[config.mk]
export PLATFORM = sky130hd
export DESIGN_NAME = buffer_stream_ctrl
export DESIGN_NICKNAME = d
export VERILOG_FILES = /design/src/rtl/buffer_stream_ctrl.sv
export SDC_FILE = /design/constraint.sdc
export NUM_CORES = 1
export LEC_CHECK = 0
export ABC_AREA = 0
export CAP_MARGIN = 15
export CORE_MARGIN = 2
export CORE_UTILIZATION = 34
export DETAILED_ROUTE_END_ITERATION = 8
export PLACE_DENSITY = 0.88
export SYNTH_ARGS = -nofsm -noshare
export SYNTH_HDL_FRONTEND = slang
export SYNTH_SLANG_ARGS = --single-unit
[constraint.sdc]
create_clock -name clk -period 7 [get_ports clk]
set_input_delay 1.05 -clock clk [delete_from_list [all_inputs] [get_ports clk]]
set_output_delay 1.05 -clock clk [all_outputs]
set_load 0.01 [all_outputs]
[src/rtl/buffer_stream_ctrl.sv]
// buffer_stream_ctrl
//
// Control front-end for a parallel-access Buffer memory. Accepts PAR_WRITE-entry chunks
// from a producer (valid/ready) and drives the Buffer write port. Drives the Buffer read
// address and presents PAR_READ-entry sliding windows to a consumer (valid/ready),
// retiring STRIDE entries per accepted window. Owns the circular write/read pointers and
// the occupancy count; the Buffer itself holds no control state.
//
// Ports:
//   clk, rst       clock; synchronous active-high reset
//   clear          synchronous flush of pointers and occupancy
//   in_valid       producer chunk valid
//   in_ready       room for a full chunk (registered occupancy only)
//   in_data        chunk, entry k at [k*SIZE +: SIZE]
//   out_valid      at least PAR_READ entries held
//   out_ready      consumer accepts the current window
//   out_data       window, entry k = buffer[(rptr + k) mod MEM_SIZE]
//   level          current occupancy in entries
//   wen/waddr/din  Buffer write port
//   raddr/dout     Buffer read port (dout is combinational in raddr)
//
// MEM_SIZE need not be a power of two; pointers wrap by compare-and-subtract.
// MEM_SIZE must be at least 2 so that the pointers are at least one bit wide.

module buffer_stream_ctrl #(
    parameter int unsigned SIZE        = 2,
    parameter int unsigned MEM_SIZE    = 4,
    parameter int unsigned PAR_WRITE   = 2,
    parameter int unsigned PAR_READ    = 3,
    parameter int unsigned STRIDE      = 1,
    parameter int unsigned ADDRES_SIZE = $clog2(MEM_SIZE),
    localparam int unsigned LEVEL_SIZE = $clog2(MEM_SIZE + 1)
) (
    input  logic                      clk,
    input  logic                      rst,
    input  logic                      clear,
    input  logic                      in_valid,
    output logic                      in_ready,
    input  logic [PAR_WRITE*SIZE-1:0] in_data,
    output logic                      out_valid,
    input  logic                      out_ready,
    output logic [PAR_READ*SIZE-1:0]  out_data,
    output logic [LEVEL_SIZE-1:0]     level,
    output logic                      wen,
    output logic [ADDRES_SIZE-1:0]    waddr,
    output logic [PAR_WRITE*SIZE-1:0] din,
    output logic [ADDRES_SIZE-1:0]    raddr,
    input  logic [PAR_READ*SIZE-1:0]  dout
);

    // Pointer arithmetic is done one bit wider so ptr + increment never truncates
    // before the wrap compare.
    localparam logic [ADDRES_SIZE:0] PTR_MOD      = (ADDRES_SIZE + 1)'(MEM_SIZE);
    localparam logic [ADDRES_SIZE:0] PTR_WR_INC   = (ADDRES_SIZE + 1)'(PAR_WRITE);
    localparam logic [ADDRES_SIZE:0] PTR_RD_INC   = (ADDRES_SIZE + 1)'(STRIDE);

    // Occupancy constants; the room check is also one bit wider to avoid overflow.
    localparam logic [LEVEL_SIZE:0]   LVL_CAP_EXT  = (LEVEL_SIZE + 1)'(MEM_SIZE);
    localparam logic [LEVEL_SIZE:0]   LVL_WR_EXT   = (LEVEL_SIZE + 1)'(PAR_WRITE);
    localparam logic [LEVEL_SIZE-1:0] LVL_CAP      = LEVEL_SIZE'(MEM_SIZE);
    localparam logic [LEVEL_SIZE-1:0] LVL_WIN      = LEVEL_SIZE'(PAR_READ);
    localparam logic [LEVEL_SIZE-1:0] LVL_WR_INC   = LEVEL_SIZE'(PAR_WRITE);
    localparam logic [LEVEL_SIZE-1:0] LVL_RD_DEC   = LEVEL_SIZE'(STRIDE);

    logic [ADDRES_SIZE-1:0] wptr_q, wptr_d;
    logic [ADDRES_SIZE-1:0] rptr_q, rptr_d;
    logic [LEVEL_SIZE-1:0]  level_q, level_d;

    logic [LEVEL_SIZE:0]    level_after_wr;
    logic                   wr_fire;
    logic                   rd_fire;

    // Advance a pointer modulo MEM_SIZE. The increment never exceeds MEM_SIZE, so a single
    // conditional subtract is enough.
    function automatic logic [ADDRES_SIZE-1:0] wrap_add(
        input logic [ADDRES_SIZE-1:0] ptr,
        input logic [ADDRES_SIZE:0]   inc
    );
        logic [ADDRES_SIZE:0] sum;
        sum = {1'b0, ptr} + inc;
        if (sum >= PTR_MOD) begin
            sum = sum - PTR_MOD;
        end
        return sum[ADDRES_SIZE-1:0];
    endfunction

    // Handshake and Buffer-port outputs. Space freed by a same-cycle read is deliberately
    // not credited to in_ready, keeping in_ready independent of out_ready.
    always_comb begin
        level_after_wr = {1'b0, level_q} + LVL_WR_EXT;
        in_ready       = !rst && (level_after_wr <= LVL_CAP_EXT);
        out_valid      = !rst && (level_q >= LVL_WIN);

        wr_fire        = in_valid && in_ready;
        rd_fire        = out_valid && out_ready;

        // wen follows the fire even under clear; the level flush makes that data dead.
        wen            = wr_fire;
        waddr          = wptr_q;
        din            = in_data;
        raddr          = rptr_q;
        out_data       = dout;
        level          = level_q;
    end

    // Next-state: clear wins over any fire in the same cycle.
    always_comb begin
        wptr_d  = wptr_q;
        rptr_d  = rptr_q;
        level_d = level_q;

        if (clear) begin
            wptr_d  = '0;
            rptr_d  = '0;
            level_d = '0;
        end else begin
            if (wr_fire) begin
                wptr_d = wrap_add(wptr_q, PTR_WR_INC);
            end
            if (rd_fire) begin
                rptr_d = wrap_add(rptr_q, PTR_RD_INC);
            end
            // Modular intermediate is fine: the final value is always in 0..MEM_SIZE.
            level_d = level_q
                    + (wr_fire ? LVL_WR_INC : '0)
                    - (rd_fire ? LVL_RD_DEC : '0);
        end
    end

    always_ff @(posedge clk) begin
        if (rst) begin
            wptr_q  <= '0;
            rptr_q  <= '0;
            level_q <= '0;
        end else begin
            wptr_q  <= wptr_d;
            rptr_q  <= rptr_d;
            level_q <= level_d;
        end
    end

    // Gating by level makes overflow impossible.
    a_level_bound : assert property (@(posedge clk) disable iff (rst)
        level_q <= LVL_CAP);

    // A stalled window must keep its address so out_data stays stable.
    a_stall_hold : assert property (@(posedge clk) disable iff (rst)
        (out_valid && !out_ready && !clear) |=> $stable(rptr_q));

endmodule

**After elaboration in Yosys (flattened, before gate mapping)**

Cells that the tools add are included.

- Register bits: 7
- Input bits: 15
- Output and inout port bits: 20
- Word-level logic and storage cells: 24

- Add/sub/neg operators: 7
- Magnitude comparators: 4
- Muxes and demuxes: 4
- Reductions and logical operators: 6

Operators with widths:

| kind | count |
|---|---|
| 3-bit >= comparator (second input constant) | 2 |
| 2-bit two-way mux | 3 |
| 3-bit by 2-bit adder with 4-bit output (second input constant) | 1 |
| 4-bit by 3-bit <= comparator with 1-bit output (second input constant) | 1 |
| 1-bit logical AND | 4 |
| 2-bit by 1-bit subtractor with 2-bit output (second input constant) | 2 |
| 2-bit by 1-bit adder with 3-bit output (second input constant) | 1 |
| 2-bit by 2-bit adder with 3-bit output (second input constant) | 1 |
| 3-bit by 2-bit adder with 3-bit output | 1 |
| 3-bit by 2-bit >= comparator with 1-bit output (second input constant) | 1 |
| 3-bit by 1-bit subtractor with 3-bit output | 1 |
| 2-bit OR reduction | 1 |
| 1-bit logical NOT | 1 |
| 1-bit two-way mux | 1 |

**Logic depth before layout (Yosys ltp)**

- Depth in word-level cells: 7
- Mapped depth: 11
- Depth with buffers taken out: 11

**Worst setup path before layout**

OpenSTA, ideal clock, no wires.

- Path type: register to output
- Start: register level_q[2] (netlist: level[2])
- End: output port in_ready
- Data arrival time: 1429 ps
- Required time: 5950 ps
- Slack: 4521 ps
- Cell stages (with the launch flop): 5
- Buffers on the path: 0
- Path through: dfxtp_1 -> inv_1 -> ha_1 -> or3b_4 -> a21oi_1

- Word-level cells in the longest chain between the ends: 3

RTL lines:

| what | RTL line | source |
|---|---|---|
| from (decl) | 67 | `logic [LEVEL_SIZE-1:0] level_q, level_d;` |
| from (signal assigned) | 138 | `level_q <= level_d;` |
| 3-bit by 2-bit adder with 4-bit output | 90 | `level_after_wr = {1'b0, level_q} + LVL_WR_EXT;` |
| 4-bit by 3-bit <= comparator with 1-bit output | 91 | `in_ready = !rst && (level_after_wr <= LVL_CAP_EXT);` |
| 1-bit logical AND | 91 |  |
| to (decl) | 38 | `output logic in_ready,` |

No other way between the ends.

**Worst setup path after layout**

- Start: input port rst
- End: output port wen

- Word-level cells in the longest chain between the ends: 3

RTL lines:

| what | RTL line | source |
|---|---|---|
| from (decl) | 35 | `input logic rst,` |
| 1-bit logical NOT | 91 |  |
| 1-bit logical AND | 91 |  |
| 1-bit logical AND | 94 | `wr_fire = in_valid && in_ready;` |
| to (decl) | 44 | `output logic wen,` |

No other way between the ends.

==> summary by stage <==
Outcome
The run finished with clean final reports.

Critical path
The critical path contains buffers and inverters numbering 2 combined. Data on the critical path is required at its endpoint by 5.95 ns. In this design, the stage delay of the slowest critical-path cell is 0.55 ns. The worst setup path is launched from an input pin.

The critical path capture point is wen. The reg-to-reg critical path startpoint is level[2]$_SDFF_PP0_. The largest fanout of any net on the critical path is 6.

The slowest stage of the critical path belongs to the cell clkdlybuf4s50_1. Among the stages of the critical path, the cell type that occurs most often is clkdlybuf4s50_1. The worst register-to-register path ends at level[2]$_SDFF_PP0_. The logic depth of the worst setup path including buffers is 4.

The signal on the critical path passes through clkdlybuf4s50_1 -> nand2b_1 -> a21oi_4 -> clkdlybuf4s50_1. The endpoint type of the worst setup path is an output port. For the worst setup path, the data arrival time is 2.44 ns.

The first element of the critical path is rst. The family of cells with the greatest summed delay on the critical path is buffers and inverters. The worst reg-to-reg setup slack is 4.63 ns. For the worst flop-to-flop path, the logic depth is 11. The critical path is of the in -> out type.

Timing
Setup slack on the critical path of the routed design comes to 3.51 ns. The maximum frequency from static timing analysis is 0.287 GHz. The hold violation count in the final report came to 0.

The headroom to the max-slew limit is 66.4%. After layout, the minimum clock period comes to 3.49 ns. The count of endpoints failing setup in the final report is 0. The count of pins over their slew limit is 0. The worst clock skew is 0.00258 ns.

The worst path uses 49.9% of the clock period. Setup repair after global routing left no endpoint under its margin. At the pin with the least slew margin, the transition time is 0.500 ns.

Setup total negative slack on the finished layout was measured at 0 ns.

GRT
The most crowded layer after global routing is met2. In the global route stage, met2 resource usage came out at 16.4%. For met1 alone, demand over resource in global routing was 12.7%.

Global routing used 12.1% of the available tracks across all layers. The number of antenna violations at the first check in global routing came to 0. The global-route wire length before repair is 1240 um. Global routing used 6.52% of the available met3 tracks. The number of global-route vias before repair is 293. Global routing finished with a remaining overflow of 0.

The pin count of the biggest net entering global routing is 8.

Logic synthesis
The post-synthesis net count is 76. After synthesis, the largest family of logic cells by area is buffers and inverters. After synthesis, the mean cell area works out to 8.22 sq um. The xor and xnor area share after synthesis is 3.80%. The area fraction in compound gates after synthesis is 12.8%. The adder and majority gate portion of the synthesized area is 13.6%. In this run, distinct cell masters in the synthesized netlist total 19. Yosys mapped a number of flops with a built-in enable equal to 0. The post-synth design cell area is 460 sq um. The fraction of synthesized area in multiplexers is 2.17%.

The post-synthesis async set-or-reset flop share is 0%. The synthesized instance count is 56. The total of flip-flops plus latches after synthesis is 6. The most used flip-flop cell after synthesis is dfxtp_1.

The Yosys step of the flow raised 0 warnings. Of the synthesized area, sequential elements account for 26.1%. The simple-gate share of the synthesized area is 16.3%.

Routing
Summed over all layers, the routed wires come to 741 um. The detailed-routing iteration count for the pre-antenna-repair pass is 4. For this run, design rule violations remaining after detail routing come to 0. The violation count after the first detailed-routing iteration is 4. The count of nets left with antenna violations once routing finished came out at 0. The mean number of vias per cell is 4.58.

For this block, the via count after detailed routing is 348. After detailed routing, the average wire length per cell comes to 9.75 um.

Placement
Prior to clock tree synthesis, the placed netlist has a worst setup slack of 3.50 ns. The wire-length estimate of the detail-placed layout is 614 um. The number of buffers inserted by port buffering is 13. The number of placed instances, taps included is 73. Routability-driven placement finished with a final weighted congestion of 0.696.

Clock tree
The buffer levels on the longest clock path is 2. The number of sinks handled by clock tree synthesis is 6. After clock tree synthesis, the flow added hold-fix buffers numbering 0. The number of clock buffers inserted by TritonCTS is 3. TritonCTS built the clock tree. The root buffer cell is clkbuf_4. The clock slew at the register clock pins of the worst setup and hold paths is 0.04 ns. After clock tree synthesis, the repair step resized 0 gates. The maximum level of the CTS H-tree is 1. At the later pin of the worst-skew pair, clock insertion delay measures 0.24 ns. In this run the post-CTS setup repair buffer count came out at 0.

Pwr
VDD sags by at most 0.0844 mV. Power spread over the standard cell area amounts to 171 nW/um^2. Summed over all cells, the static leakage comes to 0.000203 uW.

The total chip power is 94.1 uW.

Final layout
0 antenna diodes ended up in the layout. The layout net count is 83. The synthesis-to-finish area growth is 19.3%. The core occupancy in the finished layout is 42.7%. Once layout is complete, the cells apart from fillers number 76.

The fraction of final layout cells sized beyond drive strength 1 is 8.20%.

Worst hold path
Along the worst hold path, the cell count comes to 2. The worst min-delay path class is reg -> reg.

Floorplan
The overall die width is 40.8 um. Measured along the y axis, the die boundary spans 40.8 um. The number of placed I/O pins is 35.

The area of the die is 1660 sq um. The effective utilization at floorplan is 35.8%. The placeable core region is 1280 sq um. The site row count is 13.

Run
Across the run, the number of max-cap violations was 0.
## where the power goes
part	switching (uW)	leakage, uW	total (uW)	internal, uW
clock	11.8	0.0000138	31.1	19.3
sequential	1.54	0.0000486	37.2	35.7
combinational	12.1	0.000140	25.7	13.6
total	25.4	0.000203	94.1	68.7
## tightest hold or removal path, stage by stage, from the launching register on
cell and delay [ns]:
dfxtp_1 0.31, nand2_1 0.05, mux2i_1 0.05
## layout by cell type, fill, tap and decap left out
cell type,count
and2_1,1
o21ai_0,3
conb_1,1
dfxtp_1,6
mux2i_1,1
o31ai_1,1
or3_1,2
clkdlybuf4s50_1,13
nor2_1,3
xnor2_1,2
nand2_1,1
a21oi_4,1
or3b_4,1
nand2b_1,2
inv_1,8
nor3_1,2
or4_1,1
clkbuf_4,3
a21oi_1,4
ha_1,5
## registers in the layout, summed over array words and instances (netlist names)
signal	flops
level	3
raddr	2
waddr	1
## cell type report
cell class	instances	area (sq um)
timing repair buffer	13	130
inverter	8	30.0
tap	15	18.8
sequential	6	120
fill	135	736
multi-input combinational	31	228
clock buffer	3	22.5
## cell usage after synthesis (2+ instances only)
cell type / n / share of area (%)
a21oi_1: 4 / 4.3
buf_4: 11 / 18
dfxtp_1: 6 / 26
ha_1: 5 / 14
inv_1: 8 / 6.5
nand2b_1: 2 / 2.7
nor2_1: 3 / 2.4
nor3_1: 2 / 2.2
o21ai_0: 3 / 3.3
or3_1: 2 / 2.7
xnor2_1: 2 / 3.8
## metrics by stage
step / instance area, sq um / hold slack (ns)
final: 549 / 0.470
after global routing: 549 / 0.512
after CTS: 549 / 0.477
after detailed placement: 527 / 0.471
after global placement: 527 / 0.467
after floorplan: 460 / 0.487
## worst min path at each step
stage | from | end
5_1_grt | raddr[1]$_SDFFE_PP0P_ | raddr[1]$_SDFFE_PP0P_
4_1_cts | waddr[1]$_SDFFE_PP0P_ | waddr[1]$_SDFFE_PP0P_
3_3_place_gp | raddr[1]$_SDFFE_PP0P_ | raddr[1]$_SDFFE_PP0P_
6_report | waddr[1]$_SDFFE_PP0P_ | waddr[1]$_SDFFE_PP0P_
3_5_place_dp | waddr[1]$_SDFFE_PP0P_ | waddr[1]$_SDFFE_PP0P_
2_1_floorplan | waddr[1]$_SDFFE_PP0P_ | waddr[1]$_SDFFE_PP0P_
## cells by family after synthesis
kind of cell / count (synthesis)
other cells: 1
simple gates: 13
mux: 1
buf+inv: 19
flops: 6
compound gates: 9
xor+xnor: 2
fa+ha+maj: 5
## routing by layer
metal / share of wire (%) / routed length (um) / vias to the layer above
li1: - / - / 182
met1: 42 / 310 / 158
met2: 50 / 368 / 8
met3: 8.4 / 62 / 0
met4: 0 / 0 / 0
met5: 0 / 0 / -
(Power assumes the default switching activity.)
